==> src/rtl/frame_downsampler.sv <==
`default_nettype none
// ============================================================================
//  Module   : frame_downsampler
//  Function : Nearest-neighbour decimation of the HDMI pixel stream down to
//             the LED matrix resolution (OUT_W x OUT_H). It uses add/compare
//             step accumulators instead of dividers. It issues one frame-buffer
//             write per matrix pixel and a frame-complete pulse.
//  Options  : FRAME_DOWNSAMPLER_SERPENTINE_EN - odd matrix rows are addressed
//             right-to-left to suit zig-zag LED chains.
//  Revision : 1.0 - initial release
// ============================================================================
module frame_downsampler #(
  parameter int MAX_WIDTH  = 1920,
  parameter int MAX_HEIGHT = 1080,
  parameter int OUT_W      = 16,
  parameter int OUT_H      = 8,
  parameter int COLOR_W    = 24
) (
  input  logic                           I_rgb_clk,
  input  logic                           I_rst,
  input  logic                           I_rgb_de,
  input  logic [COLOR_W-1:0]             I_rgb_data,
  input  logic                           I_new_row,
  input  logic                           I_new_frame,
  input  logic [$clog2(MAX_WIDTH)-1:0]   I_image_width,
  input  logic [$clog2(MAX_HEIGHT)-1:0]  I_image_height,
  input  logic                           I_width_valid,
  input  logic                           I_height_valid,
  output logic                           O_wr_en,
  output logic [$clog2(OUT_W*OUT_H)-1:0] O_wr_addr,
  output logic [COLOR_W-1:0]             O_wr_data,
  output logic                           O_frame_done,
  output logic                           O_dims_err,
  output logic                           O_active
);

  localparam int WW  = $clog2(MAX_WIDTH);
  localparam int HW  = $clog2(MAX_HEIGHT);
  localparam int AW  = $clog2(OUT_W*OUT_H);
  localparam int XAW = $clog2(MAX_WIDTH + OUT_W) + 1;   // sx = acc_x + OUT_W never overflows
  localparam int YAW = $clog2(MAX_HEIGHT + OUT_H) + 1;
  localparam int OXW = $clog2(OUT_W + 1);               // out_x must be able to hold OUT_W
  localparam int OYW = $clog2(OUT_H + 1);

  typedef enum logic [0:0] {
    S_WAIT_FRAME = 1'b0,
    S_ACTIVE     = 1'b1
  } state_t;

  state_t               state_q,      state_d;
  logic [WW-1:0]        w_q,          w_d;
  logic [HW-1:0]        h_q,          h_d;
  logic                 dims_err_q,   dims_err_d;
  logic [XAW-1:0]       acc_x_q,      acc_x_d;
  logic [YAW-1:0]       acc_y_q,      acc_y_d;
  logic [OXW-1:0]       out_x_q,      out_x_d;
  logic [OYW-1:0]       out_y_q,      out_y_d;
  logic                 row_sel_q,    row_sel_d;
  logic                 row_pend_q,   row_pend_d;   // a full row was written; advance out_y at next selected row
  logic                 complete_q,   complete_d;
  logic                 de_q,         de_d;
  logic                 wr_en_q,      wr_en_d;
  logic [AW-1:0]        wr_addr_q,    wr_addr_d;
  logic [COLOR_W-1:0]   wr_data_q,    wr_data_d;
  logic                 last_q,       last_d;       // the write in flight is the final one of the frame
  logic                 frame_done_q, frame_done_d;

  logic                 w_accept;
  logic [XAW-1:0]       w_sx;
  logic [YAW-1:0]       w_sy;
  logic                 w_sel;
  logic                 w_hit;
  logic [OXW-1:0]       w_ox;
  logic [OYW-1:0]       w_oy;

  // Buffer address of matrix pixel (oy, ox), optionally zig-zagged on odd rows.
  function automatic logic [AW-1:0] pix_addr(input logic [OYW-1:0] oy, input logic [OXW-1:0] ox);
    logic [31:0] col;
    col = 32'(ox);
`ifdef FRAME_DOWNSAMPLER_SERPENTINE_EN
    if (oy[0]) col = 32'(OUT_W - 1) - 32'(ox);
`endif
    return AW'(32'(oy) * 32'(OUT_W) + col);
  endfunction

  // Next-state: frame check, row qualification, column sampling and write issue.
  always_comb begin
    state_d      = state_q;
    w_d          = w_q;
    h_d          = h_q;
    dims_err_d   = dims_err_q;
    acc_x_d      = acc_x_q;
    acc_y_d      = acc_y_q;
    out_x_d      = out_x_q;
    out_y_d      = out_y_q;
    row_sel_d    = row_sel_q;
    row_pend_d   = row_pend_q;
    complete_d   = complete_q;
    de_d         = I_rgb_de;
    wr_en_d      = 1'b0;
    wr_addr_d    = '0;
    wr_data_d    = '0;
    last_d       = 1'b0;
    frame_done_d = wr_en_q & last_q;
    w_accept     = I_width_valid && I_height_valid &&
                   (XAW'(I_image_width)  >= XAW'(OUT_W)) &&
                   (YAW'(I_image_height) >= YAW'(OUT_H));
    w_sx         = '0;
    w_sy         = '0;
    w_sel        = row_sel_q;
    w_hit        = 1'b0;
    w_ox         = out_x_q;
    w_oy         = out_y_q;

    if (I_new_frame) begin
      // Geometry is only trusted at the frame strobe; any DE in this cycle is dropped.
      w_d        = I_image_width;
      h_d        = I_image_height;
      state_d    = w_accept ? S_ACTIVE : S_WAIT_FRAME;
      dims_err_d = ~w_accept;
      acc_x_d    = '0;
      acc_y_d    = '0;
      out_x_d    = '0;
      out_y_d    = '0;
      row_sel_d  = 1'b0;
      row_pend_d = 1'b0;
      complete_d = 1'b0;
    end else begin
      if (I_new_row) begin
        acc_x_d = '0;
        out_x_d = '0;
      end
      w_ox = out_x_d;
      if (state_q == S_ACTIVE && I_rgb_de) begin
        if (!de_q) begin
          // First DE cycle of a row decides whether the whole row is sampled.
          w_sy = acc_y_q + YAW'(OUT_H);
          if (w_sy >= YAW'(h_q)) begin
            w_sel   = 1'b1;
            acc_y_d = w_sy - YAW'(h_q);
          end else begin
            w_sel   = 1'b0;
            acc_y_d = w_sy;
          end
          row_sel_d = w_sel;
          if (w_sel && row_pend_q) begin
            w_oy       = out_y_q + OYW'(1);
            out_y_d    = w_oy;
            row_pend_d = 1'b0;
            w_ox       = '0;
            out_x_d    = '0;
          end
        end
        w_sx  = acc_x_d + XAW'(OUT_W);
        w_hit = (w_sx >= XAW'(w_q));
        acc_x_d = w_hit ? (w_sx - XAW'(w_q)) : w_sx;
        if (w_hit && w_sel && !complete_q && (w_ox < OXW'(OUT_W))) begin
          wr_en_d   = 1'b1;
          wr_data_d = I_rgb_data;
          wr_addr_d = pix_addr(w_oy, w_ox);
          out_x_d   = w_ox + OXW'(1);
          if (w_ox == OXW'(OUT_W - 1)) begin
            row_pend_d = 1'b1;
            if (w_oy == OYW'(OUT_H - 1)) begin
              complete_d = 1'b1;
              last_d     = 1'b1;
            end
          end
        end
      end
    end
  end

  // State and output registers with synchronous reset.
  always_ff @(posedge I_rgb_clk) begin
    if (I_rst) begin
      state_q      <= S_WAIT_FRAME;
      w_q          <= '0;
      h_q          <= '0;
      dims_err_q   <= 1'b0;
      acc_x_q      <= '0;
      acc_y_q      <= '0;
      out_x_q      <= '0;
      out_y_q      <= '0;
      row_sel_q    <= 1'b0;
      row_pend_q   <= 1'b0;
      complete_q   <= 1'b0;
      de_q         <= 1'b0;
      wr_en_q      <= 1'b0;
      wr_addr_q    <= '0;
      wr_data_q    <= '0;
      last_q       <= 1'b0;
      frame_done_q <= 1'b0;
    end else begin
      state_q      <= state_d;
      w_q          <= w_d;
      h_q          <= h_d;
      dims_err_q   <= dims_err_d;
      acc_x_q      <= acc_x_d;
      acc_y_q      <= acc_y_d;
      out_x_q      <= out_x_d;
      out_y_q      <= out_y_d;
      row_sel_q    <= row_sel_d;
      row_pend_q   <= row_pend_d;
      complete_q   <= complete_d;
      de_q         <= de_d;
      wr_en_q      <= wr_en_d;
      wr_addr_q    <= wr_addr_d;
      wr_data_q    <= wr_data_d;
      last_q       <= last_d;
      frame_done_q <= frame_done_d;
    end
  end

  assign O_wr_en      = wr_en_q;
  assign O_wr_addr    = wr_addr_q;
  assign O_wr_data    = wr_data_q;
  assign O_frame_done = frame_done_q;
  assign O_dims_err   = dims_err_q;
  assign O_active     = (state_q == S_ACTIVE);

endmodule
`default_nettype wire

==> config.mk <==
export PLATFORM = sky130hd
export DESIGN_NAME = frame_downsampler
export DESIGN_NICKNAME = d
export VERILOG_FILES = /design/src/rtl/frame_downsampler.sv
export SDC_FILE = /design/constraint.sdc
export NUM_CORES = 1
export LEC_CHECK = 0
export ABC_AREA = 1
export CORE_MARGIN = 2
export CORE_UTILIZATION = 53
export CTS_CLUSTER_DIAMETER = 150
export DETAILED_ROUTE_END_ITERATION = 8
export PLACE_DENSITY = 0.8
export SLEW_MARGIN = 20
export SYNTH_ARGS = -nofsm -noshare
export SYNTH_HDL_FRONTEND = slang
export SYNTH_SLANG_ARGS = --single-unit
==> constraint.sdc <==
create_clock -name I_rgb_clk -period 5.1 [get_ports I_rgb_clk]
set_clock_uncertainty 0.1 [all_clocks]
set_input_delay 1.53 -clock I_rgb_clk [delete_from_list [all_inputs] [get_ports I_rgb_clk]]
set_output_delay 1.53 -clock I_rgb_clk [all_outputs]
set_load 0.05 [all_outputs]
==> impl_metrics.yaml <==
clock_tree:
  root_buffer: "clkbuf_8"
  tritoncts: "yes"
  htree_levels: 3
  clk_pin_slew_ps: 90
  cts_hold_buf: 0
  clockBufferDepth: 2
  cts_buffers: 9
  cts.sinks: 95
  insertion_delay_ps: 370
place:
  placed_area_mm2: 0.00603
  io_buffers: 87
  dp_hpwl_mm: 8.74
  place_congestion: 0.969
  place_ws_ps: 46.8
  placed_cells: 910
yosys:
  synth_edf_count: 0
  ys_seq_area_share_pct: 37.6
  synthSimpleGateAreaFrac_pct: 21.8
  synthTopCellsByArea: "dfxtp_1, inv_1, nand2_1, ha_1, a21oi_1"
  syn_area_per_cell_um2: 7.14
  yosys_warnings: 0
  ys_seq_elements: 95
  synthesis.area_mm2: 0.00506
  yosysMostFrequentCell: "inv_1"
  synth_top_area_cell: "dfxtp_1"
  synth_xor_area_share_pct: 4.65
  synth_compound_area_share_pct: 16.2
  synth_fp_nets: 792
  synth-adder-area-share_pct: 7.96
  synth_ff_type: "dfxtp_1"
  syn_inst: 708
  synth_top_family_by_area: "simple AND/OR/NAND/NOR gates"
  synthTopCellsByCount: "inv_1, nand2_1, dfxtp_1"
  synth_top_area_share_pct: 37.6
  synth.distinct_cells: 37
  synth_mux_area_share_pct: 0
  synthArstFlopShare_pct: 0
setup_path:
  cp-startpoint: "I_new_row"
  r2r_setup_slack_ps: 1420
  critical_path.top_delay_family: "simple AND/OR/NAND/NOR gates"
  critPathKind: "in2reg"
  worstPathRequired_ps: 5250
  crit_slowest_cell: "clkdlybuf4s50_1"
  end_kind: "flip-flop"
  r2r-start: "acc_y_q[3]$_SDFFE_PP0P_"
  rr_worst_depth: 21
  crit_path_frequent_cell: "inv_1"
  reg2reg_to: "out_x_q[4]$_SDFF_PP0_"
  path_cells: "clkdlybuf4s50_1 > nor2_1 > ha_1 > nand3_1 > xor2_1 > ha_1 > inv_1 > nor3_2 > nand3b_1 > nand3_1 > o21ai_0 > nand2_1 > inv_1 > nor2_1 > inv_1 > o21ai_0 > a21oi_1"
  slowest_delay_ps: 540
  start_kind: "input pin"
  arrival_ps: 4840
  crit_path_end: "acc_x_q[3]$_SDFF_PP0_"
  path_depth: 17
  path_max_fanout: 8
  crit_buf_inv: 4
grt:
  antenna_found_initial: 0
  grt_pass1_wl_mm: 19.5
  grt_pass1_vias: 4451
  grt_start_max_net_pins: 45
  grt_use_total_pct: 23.2
  gr-total-overflow: 0
cells_and_area:
  finalInstanceArea_mm2: 0.00622
  register_area_mm2: 0.00190
  layout-drive-gt1-share_pct: 4.77
  fillers: 773
  diodes: 0
  area_delta_synth_final_pct: 23.0
  nets: 876
  multi_input_area_mm2: 0.00256
  final_cells: 926
floorplanning:
  die-area_mm2: 0.0103
  die_h_um: 102
  dieWidth_um: 102
  start_util_pct: 54.7
  core_area_mm2: 0.00924
  rows: 35
  pin_count: 88
timing:
  post-route-period-util_pct: 92.0
  tightest_slew_ps: 909
  fin_ws_ps: 409
  rsz0062_at_grt: "false"
  hold_violations: 0
  layout_min_cycle_time_ps: 4690
  slew_headroom_pct: 39.0
  setup_viol: 0
  setup_tns_ps: 0
  timing.fmax_mhz: 213
  final_max_slew_viol_count: 0
power:
  power_density_mw_per_mm2: 240
  power.leakage_nw: 2.89
  vdd_drop_max_mv: 0.138
drt:
  ant_nets: 0
  wl_per_cell_um: 12.4
  first_pass_iters: 5
  num_vias: 4686
  drt_wl_total_mm: 11.4
  drt_iter0_drc: 236
  drc: 0
  vias_per_cell: 5.06
worst_hold_path:
  hold_path_class: "reg2reg"
  worstHoldPathCells: 2
  holdCritStartpoint: "last_q$_SDFF_PP0_"
job:
  cap_viol_max_count: 0
run_status:
  status: "completed"
-- layout by cell type, fill, tap and decap left out, types with 6 or more instances in the layout --
cell type        count
nand2_1            114
inv_1              130
nor2_1              82
a21oi_1             69
nand4_1              8
xor2_1              15
dfxtp_1             95
o211ai_1             7
nand3_1             23
clkdlybuf4s50_1     87
ha_1                29
nor3_1               7
o21ai_0             53
a31oi_1              6
clkbuf_8             9
xnor2_1             10
-- area by class of cell --
cell class	count	share of cell area [%]
inverter	133	8.02
multi-input combinational	461	41.2
clock inverter	7	1.03
tap	129	2.59
clock buffer	9	1.99
timing repair buffer	92	14.6
sequential	95	30.6
-- tightest hold or removal path, delay by kind of cell, from the launching register on --
family	cells	cell delay [ps]
flip-flops	1	310
AND/OR/NAND/NOR	2	80
-- registers in the layout (all words and copies together) (netlist names), 4 cells and up --
signal,flops
acc_x_q,12
out_x_q,5
O_wr_data,24
h_q,11
out_y_q,4
acc_y_q,12
w_q,11
O_wr_addr,7
-- through the flow --
stage / util (%) / power (W) / hold slack (ps)
finish: 67.4 / 0.00149 / 316
global route: 67.4 / 0.00157 / 355
CTS: 67.3 / 0.00150 / 316
detailed placement: 65.3 / 0.00103 / 303
global placement: 65.3 / 0.00103 / 302
floorplan: - / 0.000949 / 295
-- where the power goes --
part / total [W] / internal [W] / switching [W]
Sequential: 0.000765 / 0.000758 / 0.00000671
Combinational: 0.000258 / 0.000108 / 0.000150
Clock: 0.000469 / 0.000187 / 0.000282
-- metal layers --
layer | wire [um] | vias up | track usage [%]
met5 | 0 | - | 0
met4 | 180 | 0 | 8.11
met3 | 764 | 16 | 3.86
met2 | 5050 | 179 | 39.3
met1 | 5450 | 2067 | 30.0
li1 | - | 2424 | -
-- worst min path at each step --
| stage | endpoint | slack (ps) |
|---|---|---|
| floorplan | O_frame_done$_SDFF_PP0_ | 300 |
| global placement | O_frame_done$_SDFF_PP0_ | 300 |
| detailed placement | O_frame_done$_SDFF_PP0_ | 300 |
| CTS | O_frame_done$_SDFF_PP0_ | 320 |
| global route | O_frame_done$_SDFF_PP0_ | 350 |
| finish | O_frame_done$_SDFF_PP0_ | 320 |
-- logic make-up (layout without fill, tap and decap cells) --
kind of cell | Yosys count | after routing
AOI/OAI and AO/OA | 150 | 150
and+or+nand+nor | 254 | 254
buffers and inverters | 152 | 241
DFF | 95 | 95
xor gates and xnor gates | 26 | 26
adders and majority gates | 31 | 31
-- what timing repair did --
action | in CTS | in global routing
gates resized for setup | 0 | 1
endpoints found under the setup margin | 0 | 1
buffers inserted | 0 | 0
Note: power is estimated with default switching activity, not from simulation.
